## src/rtl/stream_pool_unit.sv

```systemverilog
// stream_pool_unit: streaming WINxWIN, stride-WIN average/max pooling of a raster-order pixel stream.
// Define POOL_MAX_EN to build the max datapath (mode selects avg/max); otherwise average only.
module stream_pool_unit #(
  parameter int DATA_W = 16,
  parameter int IMG_N  = 28,
  parameter int WIN    = 2
) (
  input  logic              clk,
  input  logic              rst_n,
  input  logic              start,
  input  logic              mode,
  input  logic              in_valid,
  output logic              in_ready,
  input  logic [DATA_W-1:0] pixel_in,
  output logic              out_valid,
  input  logic              out_ready,
  output logic [DATA_W-1:0] pixel_out,
  output logic              finish
);
  localparam int LW    = $clog2(WIN);
  localparam int SH    = 2 * LW;
  localparam int ACC_W = DATA_W + SH;
  localparam int OUT_N = IMG_N / WIN;
  localparam int CW    = (IMG_N > 1) ? $clog2(IMG_N) : 1;
  localparam int IW    = (OUT_N > 1) ? $clog2(OUT_N) : 1;
  localparam int LB_D  = 1 << IW;
  localparam logic [CW-1:0] LAST = CW'(IMG_N - 1);

  typedef enum logic [1:0] {S_IDLE, S_BUSY, S_DONE} state_t;

  state_t           r_state;
  logic [CW-1:0]    r_col;
  logic [CW-1:0]    r_row;
  logic             r_in_done;
  logic [ACC_W-1:0] r_h_acc;
  logic [ACC_W-1:0] r_lb [LB_D];
  logic             r_out_valid;
  logic [DATA_W-1:0] r_pixel_out;
  logic             r_finish;

  logic             w_take;
  logic             w_col_end;
  logic             w_row_end;
  logic [IW-1:0]    w_lb_idx;
  logic [ACC_W-1:0] w_px;
  logic [ACC_W-1:0] w_lb_cur;
  logic [ACC_W-1:0] w_h_comb;
  logic [ACC_W-1:0] w_h_new;
  logic [ACC_W-1:0] w_v_comb;
  logic [ACC_W-1:0] w_v_new;
  logic [DATA_W-1:0] w_out;

  assign in_ready  = (r_state == S_BUSY) && !(r_out_valid && !out_ready) && !r_in_done;
  assign out_valid = r_out_valid;
  assign pixel_out = r_pixel_out;
  assign finish    = r_finish;

  assign w_take    = in_valid && in_ready;
  assign w_col_end = &r_col[LW-1:0];
  assign w_row_end = &r_row[LW-1:0];
  assign w_lb_idx  = IW'(r_col >> LW);
  assign w_px      = ACC_W'(pixel_in);
  assign w_lb_cur  = r_lb[w_lb_idx];

  // First pixel of a horizontal window seeds h_acc; first row of a window band seeds the line buffer.
  assign w_h_new = (r_col[LW-1:0] == '0) ? w_px : w_h_comb;
  assign w_v_new = (r_row[LW-1:0] == '0) ? w_h_new : w_v_comb;

`ifdef POOL_MAX_EN
  logic r_mode;

  assign w_h_comb = r_mode ? ((r_h_acc > w_px) ? r_h_acc : w_px) : (r_h_acc + w_px);
  assign w_v_comb = r_mode ? ((w_lb_cur > w_h_new) ? w_lb_cur : w_h_new) : (w_lb_cur + w_h_new);
  assign w_out    = r_mode ? w_v_new[DATA_W-1:0] : w_v_new[ACC_W-1:SH];
`else
  logic w_unused_mode;

  assign w_unused_mode = mode;
  assign w_h_comb      = r_h_acc + w_px;
  assign w_v_comb      = w_lb_cur + w_h_new;
  assign w_out         = w_v_new[ACC_W-1:SH];
`endif

  always_ff @(posedge clk or negedge rst_n) begin
    if (!rst_n) begin
      r_state     <= S_IDLE;
      r_col       <= '0;
      r_row       <= '0;
      r_in_done   <= 1'b0;
      r_h_acc     <= '0;
      r_out_valid <= 1'b0;
      r_pixel_out <= '0;
      r_finish    <= 1'b0;
`ifdef POOL_MAX_EN
      r_mode      <= 1'b0;
`endif
      for (int unsigned i = 0; i < LB_D; i++) begin
        r_lb[i] <= '0;
      end
    end else begin
      r_finish <= 1'b0;
      if (r_out_valid && out_ready) begin
        r_out_valid <= 1'b0;
      end
      case (r_state)
        S_IDLE: begin
          if (start) begin
            r_state   <= S_BUSY;
            r_col     <= '0;
            r_row     <= '0;
            r_in_done <= 1'b0;
`ifdef POOL_MAX_EN
            r_mode    <= mode;
`endif
          end
        end
        S_BUSY: begin
          if (w_take) begin
            r_h_acc <= w_h_new;
            if (w_col_end) begin
              r_lb[w_lb_idx] <= w_v_new;
              // A new result can only land when the previous one is gone or leaving this cycle.
              if (w_row_end) begin
                r_out_valid <= 1'b1;
                r_pixel_out <= w_out;
              end
            end
            if (r_col == LAST) begin
              r_col <= '0;
              if (r_row == LAST) begin
                r_row     <= '0;
                r_in_done <= 1'b1;
              end else begin
                r_row <= r_row + CW'(1);
              end
            end else begin
              r_col <= r_col + CW'(1);
            end
          end
          if (r_in_done && r_out_valid && out_ready) begin
            r_state  <= S_DONE;
            r_finish <= 1'b1;
          end
        end
        S_DONE: begin
          r_state <= S_IDLE;
        end
        default: begin
          r_state <= S_IDLE;
        end
      endcase
    end
  end

endmodule

```

## config.mk

```make
export PLATFORM = sky130hd
export DESIGN_NAME = stream_pool_unit
export DESIGN_NICKNAME = d
export VERILOG_FILES = /design/src/rtl/stream_pool_unit.sv
export SDC_FILE = /design/constraint.sdc
export NUM_CORES = 1
export LEC_CHECK = 0
export CAP_MARGIN = 20
export CORE_ASPECT_RATIO = 1.75
export CORE_UTILIZATION = 30
export DETAILED_ROUTE_END_ITERATION = 10
export PLACE_DENSITY_LB_ADDON = 0.12
export SYNTH_ARGS = -nofsm -noshare
export SYNTH_HDL_FRONTEND = slang
export SYNTH_SLANG_ARGS = --single-unit
export TNS_END_PERCENT = 20
```

## constraint.sdc

```tcl
create_clock -name clk -period 5.25 [get_ports clk]
set_clock_uncertainty 0.05 [all_clocks]
set_input_delay 1.3125 -clock clk [delete_from_list [all_inputs] [get_ports clk]]
set_output_delay 1.3125 -clock clk [all_outputs]
set_load 0.005 [all_outputs]
```

==> results of run 1 <==
==> synth_stat cells (all sizes together) (11+ instances only) <==
master	number	area, um^2
a21o	13	97.6
a21oi	122	682
buf	27	165
clkbuf	86	323
dfrtp	337	8430
ha	34	425
inv	23	86.3
mux2	17	199
mux2i	18	205
mux4	88	1980
nand2	263	987
nand2b	11	68.8
nand3	25	125
nor2	146	548
nor3	17	85.1
o211ai	22	165
o21ai	230	1210
o31ai	18	135
or2	11	68.8
xnor2	21	184
==> worst paths after layout <==
path                               to        start
setup / recovery             r_lb[53]  pixel_in[5]
hold / removal             r_state[0]   r_state[1]
setup reg to reg             r_lb[53]     r_col[2]
hold reg to reg            r_state[0]   r_state[1]
max in group asynchronous   r_lb[160]        rst_n
min in group asynchronous   r_lb[258]        rst_n
==> through the flow <==
stage                      util  instance area (um^2)
after floorplan               -                 16900
after global placement    0.345                 19100
after detailed placement  0.345                 19100
after CTS                 0.369                 20500
after global routing      0.372                 20600
final                     0.372                 20600
==> routing by layer <==
metal  vias to the layer above  wire (um)
li1                       6033          -
met1                      6240      20600
met2                       217      27500
met3                        78       1250
met4                         0       1780
met5                         -          0
==> worst max-delay path: cells and delay by family <==
family | cells | cell delay, ns
mux | 2 | 0.50
xor+xnor | 1 | 0.14
buf+inv | 4 | 0.82
simple gates | 4 | 0.90
compound gates | 6 | 0.85
fa+ha+maj | 3 | 0.90
==> state kept, by name, summed over array words and instances, names as in the netlist <==
name	cells
r_h_acc	18
pixel_out	16
finish	1
r_lb	288
r_state	2
out_valid	1
r_col	5
r_row	5
r_in_done	1
==> power breakdown <==
| part | internal (uW) | switching [uW] | leakage (uW) | total, uW |
|---|---|---|---|---|
| clock network | 1680 | 1050 | 0.000606 | 2730 |
| registers | 3520 | 626 | 0.00443 | 4150 |
| logic | 4320 | 5080 | 0.00403 | 9400 |
==> final cells by class <==
type	instances	share of cell area
Clock buffer	48	0.0487
Multi-Input combinational cell	1147	0.396
Sequential cell	337	0.409
Antenna cell	1	0.000121
Inverter	23	0.00418
Tap cell	696	0.0422
Clock inverter	10	0.0111
Timing Repair Buffer	217	0.0886
==> logic make-up (layout without fill, tap and decap cells) <==
family	after synthesis	count (layout)	synth area share
compound gates	450	450	0.158
xor+xnor	27	27	0.0140
fa+ha+maj	38	38	0.0290
buf+inv	136	298	0.0339
flops	337	337	0.498
mux	123	124	0.141
other cells	0	1	0
simple gates	508	508	0.126
==> what timing repair did <==
action	in CTS	in global routing
gates resized for setup	17	28
endpoints found under the setup margin	149	97
gates cloned	1	1
buffers inserted	3	4
pin swaps	7	18
==> results.yml, run 1 <==
run_status:
  status: "completed"
finish:
  ff_latch_area_mm2: 0.00844
  most-common-layout-cells: "333 x dfrtp_1, 262 x nand2_1, 211 x o21ai_0"
  nFillCells: 5498
  multiInputGateArea_mm2: 0.00817
  final_common_cell: "dfrtp_1"
  drive_above_1_share: 0.240
  area_growth_pct: 21.9
  nets: 1818
  final_cells: 2479
floorplanning:
  rows: 114
  start_util: 0.305
  dieArea_mm2: 0.0574
  die_w_um: 182
  pin_count: 41
  core_region_area_mm2: 0.0555
  die_h_um: 316
placed_design:
  place_ws_ns: -1.09
  place_congestion: 0.835
  placed_cells: 2411
  io_buffers: 39
  dp_hpwl_um: 35900
global_route:
  antenna_found_initial: 0
  grt_busiest_layer: "met2"
  grtUsageMet2: 0.345
  grt_pass1_vias: 13000
  grt_usage: 0.184
  grt_overflow: 0
  grt_max_degree: 103
  met1_usage: 0.215
  use_met3: 0.0171
  grt_pass1_wl_um: 79600
sta:
  setup_violations: 0
  maxSlewViolCount: 0
  fin_crit_ns: 5.07
  clock.fmax_ghz: 0.197
  tns_ns: 0
  slew_headroom: 0.337
  hold_violations: 0
  worstMarginPinSlew_ns: 0.991
  hold_slack_ns: 0.397
  period_share: 0.965
  fin_ws_ns: 0.184
route:
  num_vias: 12600
  antenna_left: 0
  wl_um: 51100
  vias_per_cell: 5.07
  drtPass1Iterations: 5
  route.detailed.drc: 0
  wl_per_cell_um: 20.6
  drt_iter0_markers: 601
critical_path:
  cp-start-kind: "primary input"
  ff2ff_setup_slack_ns: 0.46
  cp.required_ns: 5.63
  cp_max_fo: 7
  critPathCaptureType: "register"
  critPathKind: "primary input to register"
  reg2reg_depth: 16
  crit_path_top_delay_cell: "or4_1"
  critical_path_arrival_ns: 5.45
  path_cells: "clkdlybuf4s50_1 > ha_2 > or4_1 > o22ai_2 > o21ai_1 > xor2_1 > mux2i_1 > inv_1 > ha_1 > and2_4 > o21ai_0 > nand2_1 > o21ai_2 > buf_4 > maj3_4 > o21ai_4 > mux2i_4 > nand2_2 > buf_6 > o211ai_1"
  max_stage_delay_ns: 0.55
synth:
  ys_types: 67
  netlist_instances: 1619
  ys_seq_area_frac: 0.498
  synth-edff-count: 0
  yosys_register_bits: 337
  async_reset_ff_frac: 1.00
  syn_nets: 1677
  synth_flop_cell: "dfrtp_1"
  synth_area_mm2: 0.0169
  yosys_warnings: 0
  synth.avg_cell_area_um2: 10.5
cts:
  cts_tree: "yes"
  h-tree-depth: 2
  cts_buffer_depth: 3
  cts_sinks: 337
  clk_pin_slew_ns: 0.06
  root_buffer: "clkbuf_16"
  hold_buffers: 0
  cts_buffers: 34
  clock_latency_ns: 0.54
pwr:
  peakVddDrop_mv: 0.371
  power.leakage_uw: 0.00907
  power.total_uw: 16300
  power.density_mw_per_mm2: 789
hold_path:
  hold_class: "register to register"
  holdPathStages: 1
flow_run:
  drv_cap: 0
No activity file was read; power rests on OpenSTA's default activity.
==> run 2, diff against run 1 <==
--- a/config.mk
+++ b/config.mk
@@ -13,4 +13,4 @@
 export SYNTH_ARGS = -nofsm -noshare
 export SYNTH_HDL_FRONTEND = slang
 export SYNTH_SLANG_ARGS = --single-unit
-export TNS_END_PERCENT = 20
+export TNS_END_PERCENT = 1
==> run 2 against run 1 <==
Net effect:
- largest power group unchanged
- sequential share of layout area is 0.17 points higher
- critical path type unchanged
- flip-flop and latch count unchanged
- sequential power hardly changed
- critical path depth grew 1
- highest routed layer unchanged
- count of clock-buffer cells in the layout increased by 8
==> results.yml, run 2 (synthesized netlist as in run 1, its figures left out) <==
route:
  drt_iter0_markers: 674
  drtPass1Iterations: 5
  wl_um: 51700
  antenna_left: 0
  vias_per_cell: 5.05
  route.detailed.drc: 0
  num_vias: 12500
  wl_per_cell_um: 20.8
finish:
  largest_register: "r_lb"
  most-common-layout-cells: "332 x dfrtp_1, 263 x nand2_1, 212 x o21ai_0"
  final_cells: 2484
  nets: 1820
  stdcell_area_mm2: 0.0206
  drive_above_1_share: 0.236
  largest_reg_flops: 288
  final_core_util: 0.370
  area_growth_pct: 21.4
  final_common_cell: "dfrtp_1"
placed_design:
  dpl_cell_area_mm2: 0.0191
  place_congestion: 0.808
  io_buffers: 39
  dp_hpwl_um: 36700
  placed_cells: 2411
global_route:
  grt_pass1_vias: 13100
  grt_max_degree: 103
  grt_pass1_wl_um: 80200
  grt_overflow: 0
  antenna_found_initial: 0
  grt_usage: 0.185
sta:
  hold_slack_ns: 0.400
  maxSlewViolCount: 0
  worstMarginPinSlew_ns: 1.02
  period_share: 0.968
  setup_violations: 0
  hold_violations: 0
  slew_headroom: 0.319
  tns_ns: 0
  fin_crit_ns: 5.08
  clock.fmax_ghz: 0.197
cts:
  h-tree-depth: 2
  cts_buffer_depth: 3
  cts_tree: "yes"
  clk_pin_slew_ns: 0.06
  clock_latency_ns: 0.54
  cts_sinks: 337
  cts_buffers: 35
  root_buffer: "clkbuf_16"
hold_path:
  hold_start: "r_state[1]"
  hold_class: "register to register"
floorplanning:
  pin_count: 41
  start_util: 0.305
  rows: 114
  core_region_area_mm2: 0.0555
  dieArea_mm2: 0.0574
  die_h_um: 316
  die_w_um: 182
critical_path:
  r2r-start: "r_col[1]"
  critical_path_arrival_ns: 5.45
  critPathCaptureType: "register"
  cp-start-kind: "primary input"
  critPathKind: "primary input to register"
  worstSetupStartpoint: "pixel_in[3]"
  cp_max_fo: 14
  cp.required_ns: 5.62
pwr:
  switchingPower_uw: 6830
  power.density_mw_per_mm2: 787
  power.internal_uw: 9350
  power_frac_clock: 0.155
  sw_frac_of_total: 0.422
  seq_power_share: 0.255
  peakVddDrop_mv: 0.323
  power.leakage_uw: 0.00902
  pwr-share-comb: 0.590
flow_run:
  drv_cap: 0
run_status:
  status: "completed"
## run 2: cell count changes in the layout (fill, tap and decap cells not counted), sizes merged
cell,before,now
buf,179,180
bufinv,7,1
clkbuf,49,56
clkdlybuf4s15,0,1
clkdlybuf4s50,33,34
clkinvlp,0,2
dlymetal6s2s,3,2
## run 2: layer usage
layer  up-vias  GRT usage  part of all wire  wire length, um
li1       6026          -                 -                -
met1      6192      0.207              0.39            20100
met2       230      0.363              0.56            28700
met3        84     0.0163             0.025             1290
met4         0     0.0649             0.030             1570
met5         -          0                 0                0
## run 2: final cells by class
type	count	area, um^2
multi-input combinational	1147	8150
timing repair buffer	218	1860
sequential	337	8440
inverter	23	86.3
tap	696	871
clock inverter	6	86.3
clock buffer	56	1060
antenna	1	2.50
fill	5564	34900
## run 2: path summary, 6_finish.rpt
check | endpoint | slack [ns] | cells past startpoint
max in group asynchronous | r_col[3] | 3.34 | 2
min | r_state[0] | 0.40 | 1
max | r_lb[71] | 0.17 | 21
max reg2reg | r_lb[230] | 0.47 | 15
min reg2reg | r_state[0] | 0.40 | 1
min in group asynchronous | r_lb[153] | 0.74 | 1
## run 2: worst max-delay path, cell delays in order
cell and delay, ns:
clkdlybuf4s50_1 0.50, ha_2 0.31, o21ai_1 0.21, nor2_2 0.08
o21a_1 0.17, nor2_1 0.11, xnor2_1 0.08, mux2i_1 0.19
inv_1 0.11, ha_4 0.28, o211ai_1 0.08, a21oi_1 0.15
o31a_1 0.24, o21ai_2 0.10, buf_4 0.14, maj3_4 0.36
o21ai_4 0.24, mux2i_2 0.31, nand2_1 0.10, buf_6 0.17
o211ai_1 0.18
## run 2: per-stage QoR
stage                     setup WS, ns  power, uW
after floorplan               -0.00651       9470
after global placement           -1.12      13200
after detailed placement         -1.13      13300
after CTS                       0.0235      16300
after global routing           -0.0113      17400
final                            0.166      16200
## run 2: power by group through the flow
stage	Sequential, uW	Combinational, uW	Clock, uW
finish	4130	9550	2510
detailed placement	4180	9130	0
floorplan	3890	5580	0
global route	4260	10400	2690
CTS	4140	9510	2610
global placement	4140	9050	0
## run 2: repair_timing
action                     in CTS  in global routing
hold buffers                    0                  0
gates resized for setup        18                 19
gates cloned                    1                  0
buffers inserted                6                  1
pin swaps                       6                  3
setup endpoints to repair     131                 96
hold endpoints to repair        0                  0
==> run 3, diff against run 2 <==
--- a/config.mk
+++ b/config.mk
@@ -10,6 +10,7 @@
 export CORE_UTILIZATION = 30
 export DETAILED_ROUTE_END_ITERATION = 10
 export PLACE_DENSITY_LB_ADDON = 0.12
+export RECOVER_POWER = 50
 export SYNTH_ARGS = -nofsm -noshare
 export SYNTH_HDL_FRONTEND = slang
 export SYNTH_SLANG_ARGS = --single-unit
==> run 3 against run 2 <==
Net effect:
- the flow now finishes with violations (max-capacitance violations, max-slew violations)
- combinational power barely moved
- first-iteration DRC count did not move
- critical path depth unchanged
- wire length fell by 0.24%
- critical path type unchanged
- critical endpoint unchanged
- largest cell class unchanged
==> results.yml, run 3 (synthesized netlist as in run 1, its figures left out) <==
route:
  drtPass1Iterations: 5
  route.detailed.drc: 0
  num_vias: 12500
  drt_iter0_markers: 674
  antenna_left: 0
  wl_per_cell_um: 20.7
  vias_per_cell: 5.03
  wl_um: 51500
finish:
  largest_register: "r_lb"
  nFillCells: 5566
  final_cells: 2484
  final_common_cell: "dfrtp_1"
  largest_reg_flops: 288
  nets: 1820
  final_core_util: 0.370
  ff_latch_area_mm2: 0.00844
  multiInputGateArea_mm2: 0.00815
  most-common-layout-cells: "332 x dfrtp_1, 263 x nand2_1, 212 x o21ai_0"
  drive_above_1_share: 0.236
  area_growth_pct: 21.2
floorplanning:
  start_util: 0.305
  rows: 114
  dieArea_mm2: 0.0574
  die_h_um: 316
  pin_count: 41
  die_w_um: 182
  core_region_area_mm2: 0.0555
global_route:
  grt_pass1_vias: 13100
  grt_pass1_wl_um: 80200
  antenna_found_initial: 0
  grt_max_degree: 103
  grt_usage: 0.185
  grt_overflow: 0
placed_design:
  place_congestion: 0.808
  placed_cells: 2411
  io_buffers: 39
  place_ws_ns: -1.13
  dp_hpwl_um: 36700
critical_path:
  critical_path_arrival_ns: 5.44
  crit_path_top_delay_cell: "clkdlybuf4s50_1"
  cp_num_buf_inv: 6
  crit_family: "compound AO/OA/AOI/OAI gates"
  path_cells: "clkdlybuf4s50_1 > ha_2 > o211ai_1 > o21ai_2 > or2_2 > buf_4 > a21oi_1 > mux2i_1 > inv_1 > ha_4 > inv_1 > a21oi_1 > o31a_1 > o21ai_2 > buf_4 > maj3_4 > o21ai_4 > mux2i_2 > nand2_1 > buf_6 > o211ai_1"
  critPathKind: "primary input to register"
  cp.required_ns: 5.62
  cp-start-kind: "primary input"
  cp_max_fo: 14
  critPathCaptureType: "register"
  max_stage_delay_ns: 0.44
run_status:
  violations: "max-capacitance violations, max-slew violations"
  status: "finished, violations left"
sta:
  fin_ws_ns: 0.179
  maxSlewViolCount: 102
  hold_slack_ns: 0.400
  clock.fmax_ghz: 0.197
  worstMarginPinSlew_ns: 2.78
  hold_violations: 0
  setup_violations: 0
  slew_headroom: -0.851
  period_share: 0.966
  fin_crit_ns: 5.07
cts:
  cts_tree: "yes"
  cts_buffer_depth: 3
  h-tree-depth: 2
  hold_buffers: 0
  cts_buffers: 35
  root_buffer: "clkbuf_16"
  clk_pin_slew_ns: 0.06
  clock_latency_ns: 0.54
  cts_sinks: 337
pwr:
  power.leakage_uw: 0.00902
  peakVddDrop_mv: 0.322
  power.total_uw: 16200
  power.density_mw_per_mm2: 788
flow_run:
  drv_cap: 1
hold_path:
  hold_class: "register to register"
## run 3: area by class of cell
class / count / share of cell area
Antenna cell: 1 / 0.000122
Clock buffer: 56 / 0.0515
Inverter: 23 / 0.00421
Tap cell: 696 / 0.0424
Timing Repair Buffer: 218 / 0.0890
Multi-Input combinational cell: 1147 / 0.397
Clock inverter: 6 / 0.00421
Sequential cell: 337 / 0.411
## run 3: repair_timing
item | 4_1_cts | 5_1_grt
gates resized for setup | 18 | 19
buffers inserted | 6 | 1
setup endpoints to repair | 131 | 96
gates cloned | 1 | 0
pin swaps | 6 | 3
## run 3: worst paths after layout
kind,startpoint,to,slack (ns),cells past startpoint
setup / recovery,pixel_in[3],r_lb[71],0.18,21
hold / removal,r_state[1],r_state[0],0.40,1
setup reg to reg,r_col[1],r_lb[230],0.48,15
hold reg to reg,r_state[1],r_state[0],0.40,1
max in group asynchronous,rst_n,pixel_out[10],0.89,2
min in group asynchronous,rst_n,r_lb[153],1.55,1
## run 3: metal layers
metal,share of wire,up-vias,global-route usage
met5,0,-,0
met4,0.030,0,0.0649
met3,0.024,76,0.0163
met2,0.56,200,0.363
met1,0.39,6189,0.207
li1,-,6021,-
## run 3: metrics by stage
stage / TNS (ns) / cell area [um^2]
after global routing: -0.0243 / 20500
after CTS: 0 / 20400
after floorplan: -0.0644 / 16900
after global placement: -130.25 / 19100
after detailed placement: -128.99 / 19100
final: 0 / 20500
## run 3: report_power, final
group / total (uW) / internal, uW / switching [uW] / leakage, uW
registers: 4130 / 3520 / 605 / 0.00443
clock network: 2510 / 1440 / 1070 / 0.000548
logic: 9530 / 4380 / 5150 / 0.00404
total: 16200 / 9340 / 6820 / 0.00902
## run 3: worst register-to-register path, stage by stage, from the launching register on
cell and delay (ns):
dfrtp_4 0.66, mux4_2 0.59, mux4_2 0.54, ha_1 0.26, inv_1 0.08, fa_1 0.21
nor2b_1 0.07, o31a_1 0.28, o41ai_4 0.36, o211ai_1 0.21, maj3_2 0.41, a31oi_2 0.24
xor2_1 0.10, buf_4 0.15, mux2_4 0.32, a21oi_1 0.16
